<file path="src/rtl/row_deserializer_pkg.sv">
// Shared pixel-sensor configuration: array geometry, receive FSM states
// and the row word type used by downstream frame storage.
package PixelSensorConfig;

   localparam int PIXEL_ARRAY_WIDTH = 8;
   localparam int OUTPUT_BUS_WIDTH  = 2;
   localparam int PIXEL_BITS        = 8;

   typedef enum logic {
      RX_IDLE,
      RX_RECEIVING
   } rx_state_t;

   typedef logic [PIXEL_ARRAY_WIDTH-1:0][PIXEL_BITS-1:0] row_t;

endpackage

</file>
<file path="src/rtl/counter.sv">
// Generic up-counter with synchronous clear; clear wins over enable.
// Wraps at 2**W.
module Counter #(
   parameter int W = 4
) (
   input  logic         CLK,
   input  logic         RESET,
   input  logic         clear,
   input  logic         enable,
   output logic [W-1:0] count
);

   always_ff @(posedge CLK or posedge RESET) begin
      if (RESET) begin
         count <= '0;
      end else if (clear) begin
         count <= '0;
      end else if (enable) begin
         count <= count + W'(1);
      end
   end

endmodule

</file>
<file path="src/rtl/row_deserializer_bus_beat_sync.sv">
// Brings the gated bus clock and bus data into the CLK domain and emits
// a one-cycle beat strobe with the data word aligned to it.
module bus_beat_sync #(
   parameter int W = 16
) (
   input  logic         CLK,
   input  logic         RESET,
   input  logic         bus_clk,
   input  logic [W-1:0] bus_data,
   output logic         beat,
   output logic [W-1:0] beat_data
);

   logic         s1, s2, s3;
   logic [W-1:0] d1, d2;

   // Data runs through the same two stages as bus_clk, so d2 is the word
   // that was stable when s2 first saw the rising edge.
   always_ff @(posedge CLK or posedge RESET) begin
      if (RESET) begin
         s1        <= 1'b0;
         s2        <= 1'b0;
         s3        <= 1'b0;
         d1        <= '0;
         d2        <= '0;
         beat      <= 1'b0;
         beat_data <= '0;
      end else begin
         s1   <= bus_clk;
         s2   <= s1;
         s3   <= s2;
         d1   <= bus_data;
         d2   <= d1;
         beat <= s2 & ~s3;
         if (s2 & ~s3) begin
            beat_data <= d2;
         end
      end
   end

endmodule

</file>
<file path="src/rtl/row_deserializer.sv">
// Reassembles bus beats into pixel rows and hands them out on a
// ready/valid port in the CLK domain, with timeout abort and overflow flag.
module row_deserializer #(
   parameter int PIXEL_ARRAY_WIDTH = PixelSensorConfig::PIXEL_ARRAY_WIDTH,
   parameter int OUTPUT_BUS_WIDTH  = PixelSensorConfig::OUTPUT_BUS_WIDTH,
   parameter int PIXEL_BITS        = PixelSensorConfig::PIXEL_BITS,
   parameter int IDLE_TIMEOUT      = 16
) (
   input  logic                                         CLK,
   input  logic                                         RESET,
   input  logic                                         BUS_CLK,
   input  logic [OUTPUT_BUS_WIDTH*PIXEL_BITS-1:0]       BUS_DATA,
   output logic [PIXEL_ARRAY_WIDTH-1:0][PIXEL_BITS-1:0] ROW_DATA,
   output logic                                         ROW_VALID,
   input  logic                                         ROW_READY,
   output logic                                         ROW_ERROR,
   output logic                                         ROW_OVERFLOW,
   output logic                                         BUS_ACTIVE
);

   import PixelSensorConfig::*;

   localparam int ROW_WORDS = PIXEL_ARRAY_WIDTH / OUTPUT_BUS_WIDTH;
   localparam int BW        = OUTPUT_BUS_WIDTH * PIXEL_BITS;
   localparam int CW        = (ROW_WORDS > 1) ? $clog2(ROW_WORDS) : 1;
   localparam int TW        = $clog2(IDLE_TIMEOUT + 1);

   localparam logic [CW-1:0] LAST_BEAT = CW'(ROW_WORDS - 1);
   localparam logic [TW-1:0] TMO_LAST  = TW'(IDLE_TIMEOUT - 1);

   logic                         beat;
   logic [BW-1:0]                beat_data;
   rx_state_t                    state, state_n;
   logic [CW-1:0]                cnt;
   logic                         cnt_clr, cnt_inc;
   logic [TW-1:0]                idle_cnt, idle_n;
   logic                         row_done, done_n;
   logic                         err_n;
   logic                         wr_en;
   logic [CW-1:0]                wr_idx;
   logic [ROW_WORDS-1:0][BW-1:0] asm_buf;

   bus_beat_sync #(
      .W(BW)
   ) u_sync (
      .CLK      (CLK),
      .RESET    (RESET),
      .bus_clk  (BUS_CLK),
      .bus_data (BUS_DATA),
      .beat     (beat),
      .beat_data(beat_data)
   );

   Counter #(
      .W(CW)
   ) u_beat_cnt (
      .CLK   (CLK),
      .RESET (RESET),
      .clear (cnt_clr),
      .enable(cnt_inc),
      .count (cnt)
   );

   always_comb begin
      state_n = state;
      cnt_clr = 1'b0;
      cnt_inc = 1'b0;
      idle_n  = idle_cnt;
      done_n  = 1'b0;
      err_n   = 1'b0;
      wr_en   = 1'b0;
      wr_idx  = cnt;
      unique case (state)
         RX_IDLE: begin
            idle_n = '0;
            if (beat) begin
               wr_en  = 1'b1;
               wr_idx = '0;
               if (ROW_WORDS == 1) begin
                  done_n = 1'b1;
               end else begin
                  cnt_inc = 1'b1;
                  state_n = RX_RECEIVING;
               end
            end
         end
         RX_RECEIVING: begin
            if (beat) begin
               wr_en  = 1'b1;
               idle_n = '0;
               if (cnt == LAST_BEAT) begin
                  done_n  = 1'b1;
                  cnt_clr = 1'b1;
                  state_n = RX_IDLE;
               end else begin
                  cnt_inc = 1'b1;
               end
            end else if (idle_cnt == TMO_LAST) begin
               err_n   = 1'b1;
               cnt_clr = 1'b1;
               idle_n  = '0;
               state_n = RX_IDLE;
            end else begin
               idle_n = idle_cnt + TW'(1);
            end
         end
      endcase
   end

   always_ff @(posedge CLK or posedge RESET) begin
      if (RESET) begin
         state     <= RX_IDLE;
         idle_cnt  <= '0;
         row_done  <= 1'b0;
         ROW_ERROR <= 1'b0;
         asm_buf   <= '0;
      end else begin
         state     <= state_n;
         idle_cnt  <= idle_n;
         row_done  <= done_n;
         ROW_ERROR <= err_n;
         if (wr_en) begin
            asm_buf[wr_idx] <= beat_data;
         end
      end
   end

   // A finished row may enter the holding register in the same cycle the
   // consumer drains it; otherwise it is lost and the loss is remembered.
   always_ff @(posedge CLK or posedge RESET) begin
      if (RESET) begin
         ROW_DATA     <= '0;
         ROW_VALID    <= 1'b0;
         ROW_OVERFLOW <= 1'b0;
      end else if (row_done && (!ROW_VALID || ROW_READY)) begin
         ROW_DATA  <= asm_buf;
         ROW_VALID <= 1'b1;
      end else begin
         if (row_done) begin
            ROW_OVERFLOW <= 1'b1;
         end
         if (ROW_READY) begin
            ROW_VALID <= 1'b0;
         end
      end
   end

   assign BUS_ACTIVE = (state == RX_RECEIVING);

endmodule

</file>
<file path="config.mk">
export PLATFORM = sky130hd
export DESIGN_NAME = row_deserializer
export DESIGN_NICKNAME = d
export VERILOG_FILES = /design/src/rtl/row_deserializer_pkg.sv /design/src/rtl/counter.sv /design/src/rtl/row_deserializer_bus_beat_sync.sv /design/src/rtl/row_deserializer.sv
export SDC_FILE = /design/constraint.sdc
export NUM_CORES = 1
export LEC_CHECK = 0
export CAP_MARGIN = 10
export CORE_ASPECT_RATIO = 0.8
export CORE_MARGIN = 3
export CORE_UTILIZATION = 50
export CTS_CLUSTER_SIZE = 14
export DETAILED_ROUTE_END_ITERATION = 10
export HOLD_SLACK_MARGIN = 0.06
export PLACE_DENSITY = 0.73
export SLEW_MARGIN = 20
export SYNTH_ARGS = -nofsm -noshare
export SYNTH_HDL_FRONTEND = slang
export SYNTH_SLANG_ARGS = --single-unit
</file>
<file path="constraint.sdc">
create_clock -name CLK -period 10.9 [get_ports CLK]
set_input_delay 1.635 -clock CLK [delete_from_list [all_inputs] [get_ports CLK]]
set_output_delay 1.635 -clock CLK [all_outputs]
set_load 0.03 [all_outputs]
</file>
==> results.json <==
{
  "path_class": "register to output port",
  "reg2reg_to": "asm_buf[31]",
  "critPathCaptureType": "output port",
  "p_switching_uw": 721,
  "die_area_um2": 15100,
  "hold_viol": 0,
  "place_congestion": 0.711,
  "vias": 3374,
  "leakagePower_nw": 3.87,
  "worstHoldEndpoint": "u_sync.d2[8]",
  "cts_buffers": 17,
  "ys_warn_count": 0,
  "postCtsHoldBufs": 0,
  "outcome": "completed",
  "postCtsResizedCells": 0,
  "crit_fanout": 10,
  "synth-edff-count": 0,
  "viasPerCell": 5.04,
  "clkLatencyLatePin_ps": 420,
  "max_cap_violations": 0,
  "die_x_um": 136,
  "clk_path_buf_depth": 2,
  "hpwl_mm": 7.06,
  "synthesis.area_um2": 6800,
  "postCtsSetupRepairBufs": 0,
  "initial_core_util": 0.519,
  "fill_cells": 910,
  "critPathBufInv": 1,
  "crit_start": "BUS_ACTIVE",
  "fin_util": 0.642,
  "grt_pass1_vias": 3510,
  "synth_seq_cells": 192,
  "synthFlopType": "dfrtp_1",
  "cp_cell_sequence": "clkdlybuf4s50_1",
  "min_from": "u_sync.d1[8]",
  "routedWlPerCell_um": 17.2,
  "cts_tree": "done",
  "fin_worst_skew_ps": 8.02,
  "min_path_cells": 0,
  "num_antenna_cells": 0,
  "p_seq_frac": 0.460,
  "power_density_nw_per_um2": 279,
  "avgSynthCellArea_um2": 17.5,
  "power_switching_share": 0.307,
  "ys_types": 28,
  "numPortBuffers": 87,
  "max_slew_margin": 0.318,
  "reg2reg_depth": 2,
  "synth_fp_nets": 410,
  "worst_pin_slew_ps": 1020,
  "post-route-drc-count": 0,
  "grt_overflow": 0,
  "grt_first_pass_wirelength_mm": 18.4,
  "rsz0062_at_grt": "false",
  "crit_arrival_ps": 1750,
  "cp.required_ps": 9270,
  "synth_seq_area_share": 0.706,
  "clkPwrFrac": 0.263,
  "combPwrFrac": 0.278,
  "fin_crit_ps": 3390,
  "setup_viol": 0,
  "cts.sinks": 192,
  "setup_tns_ps": 0,
  "critical_path.top_delay_family": "buffers and inverters",
  "pre_cts_ws_ps": 7150,
  "ant_nets": 0,
  "dr.pass1.iters": 4,
  "post-route-period-util": 0.311,
  "final_nets": 504,
  "finalMaxSlewViolations": 0,
  "ios": 88,
  "peakVddDrop_uv": 172,
  "drt-initial-drc-count": 211,
  "fin_hold_ws_ps": 350,
  "async_reset_ff_frac": 1.00,
  "track_usage": 0.164,
  "r2r_setup_slack_ps": 9010,
  "seqCellArea_um2": 4800,
  "cp-start-kind": "register",
  "slowest_delay_ps": 750,
  "synthToLayoutAreaGrowth_pct": 23.7,
  "setup_slack_ps": 7510,
  "fmax_mhz": 295,
  "drive_gt1_frac": 0.374,
  "coreArea_um2": 13100,
  "rows": 37,
  "wl_mm": 11.5,
  "h-tree-depth": 4,
  "min_path_type": "register to register",
  "antenna_found_initial": 0,
  "grt_max_degree": 117,
  "die_h_um": 110,
  "intPower_mw": 1.62,
  "slowest_stage": "clkdlybuf4s50_1",
  "cts_root_buffer": "clkbuf_16",
  "path_clk_slew_ps": 70,
  "r2r_start": "u_sync.beat",
  "finalPower_mw": 2.35,
  "postSynthCellCount": 388,
  "multi_input_area_um2": 1890
}
-- layout by cell type, fill, tap and decap left out, drive strengths merged, types with 3 or more instances in the layout --
cell type      count
o21ai              4
mux2             144
dfrtp            192
inv                4
clkinv             7
and2               3
clkinvlp           3
nand2              6
clkdlybuf4s50     87
clkbuf            18
-- state kept, by name, indices dropped and copies added, names as in the netlist, 2 cells and up --
signal / count
ROW_DATA: 64
u_sync.d1: 16
u_sync.beat_data: 16
u_beat_cnt.count: 2
asm_buf: 64
idle_cnt: 5
u_sync.d2: 16
-- worst max-delay path by stage --
stage	end	cells past startpoint
2_1_floorplan	BUS_ACTIVE	1
3_3_place_gp	ROW_DATA[3]	3
3_5_place_dp	ROW_DATA[3]	3
4_1_cts	BUS_ACTIVE	1
5_1_grt	ROW_DATA[5]	3
6_report	BUS_ACTIVE	1
-- through the flow --
step	instance area (µm²)	cells
after floorplan	6800	388
after global placement	7820	638
after detailed placement	7820	638
after CTS	8410	670
after global routing	8410	670
final	8410	670
-- Yosys cell counts (2+ instances only) --
master / number / share of area
nor2b_1: 2 / 0.0018
ha_1: 2 / 0.0037
nand2b_1: 2 / 0.0018
buf_6: 3 / 0.0050
and2_1: 3 / 0.0028
or2b_1: 2 / 0.0022
mux2_2: 144 / 0.24
nand2_1: 4 / 0.0022
nor2_1: 2 / 0.0011
nand2_2: 2 / 0.0018
inv_1: 2 / 0.0011
nand3_1: 2 / 0.0015
dfrtp_1: 192 / 0.71
buf_2: 9 / 0.0066
o21ai_0: 4 / 0.0029
-- routing by layer --
metal / GRT usage / part of all wire
met1: 0.216 / 0.44
met2: 0.270 / 0.51
met3: 0.0454 / 0.037
met4: 0.0540 / 0.011
met5: 0 / 0
-- power by group through the flow --
stage	clock (mW)	combinational, mW	sequential [mW]
3_5_place_dp	0	0.655	1.09
3_3_place_gp	0	0.642	1.08
2_1_floorplan	0	0.240	1.23
4_1_cts	0.627	0.663	1.08
6_report	0.616	0.651	1.08
5_1_grt	0.656	0.693	1.11
-- area by class of cell --
type / count / area share
Clock buffer: 18 / 0.0522
Clock inverter: 14 / 0.0187
Inverter: 2 / 0.00178
Multi-Input combinational cell: 180 / 0.225
Sequential cell: 192 / 0.571
Tap cell: 175 / 0.0260
Timing Repair Buffer: 89 / 0.105
-- kinds of logic (layout without fill, tap and decap cells) --
group           Yosys count  count (layout)  synth area share
flops                   192             192             0.706
compound gates            6               6           0.00497
buf+inv                  16             123            0.0158
fa+ha+maj                 2               2           0.00368
mux                     144             144             0.238
simple gates             26              26            0.0283
xor+xnor                  2               2           0.00258
Power figures use the tool's default switching activity.
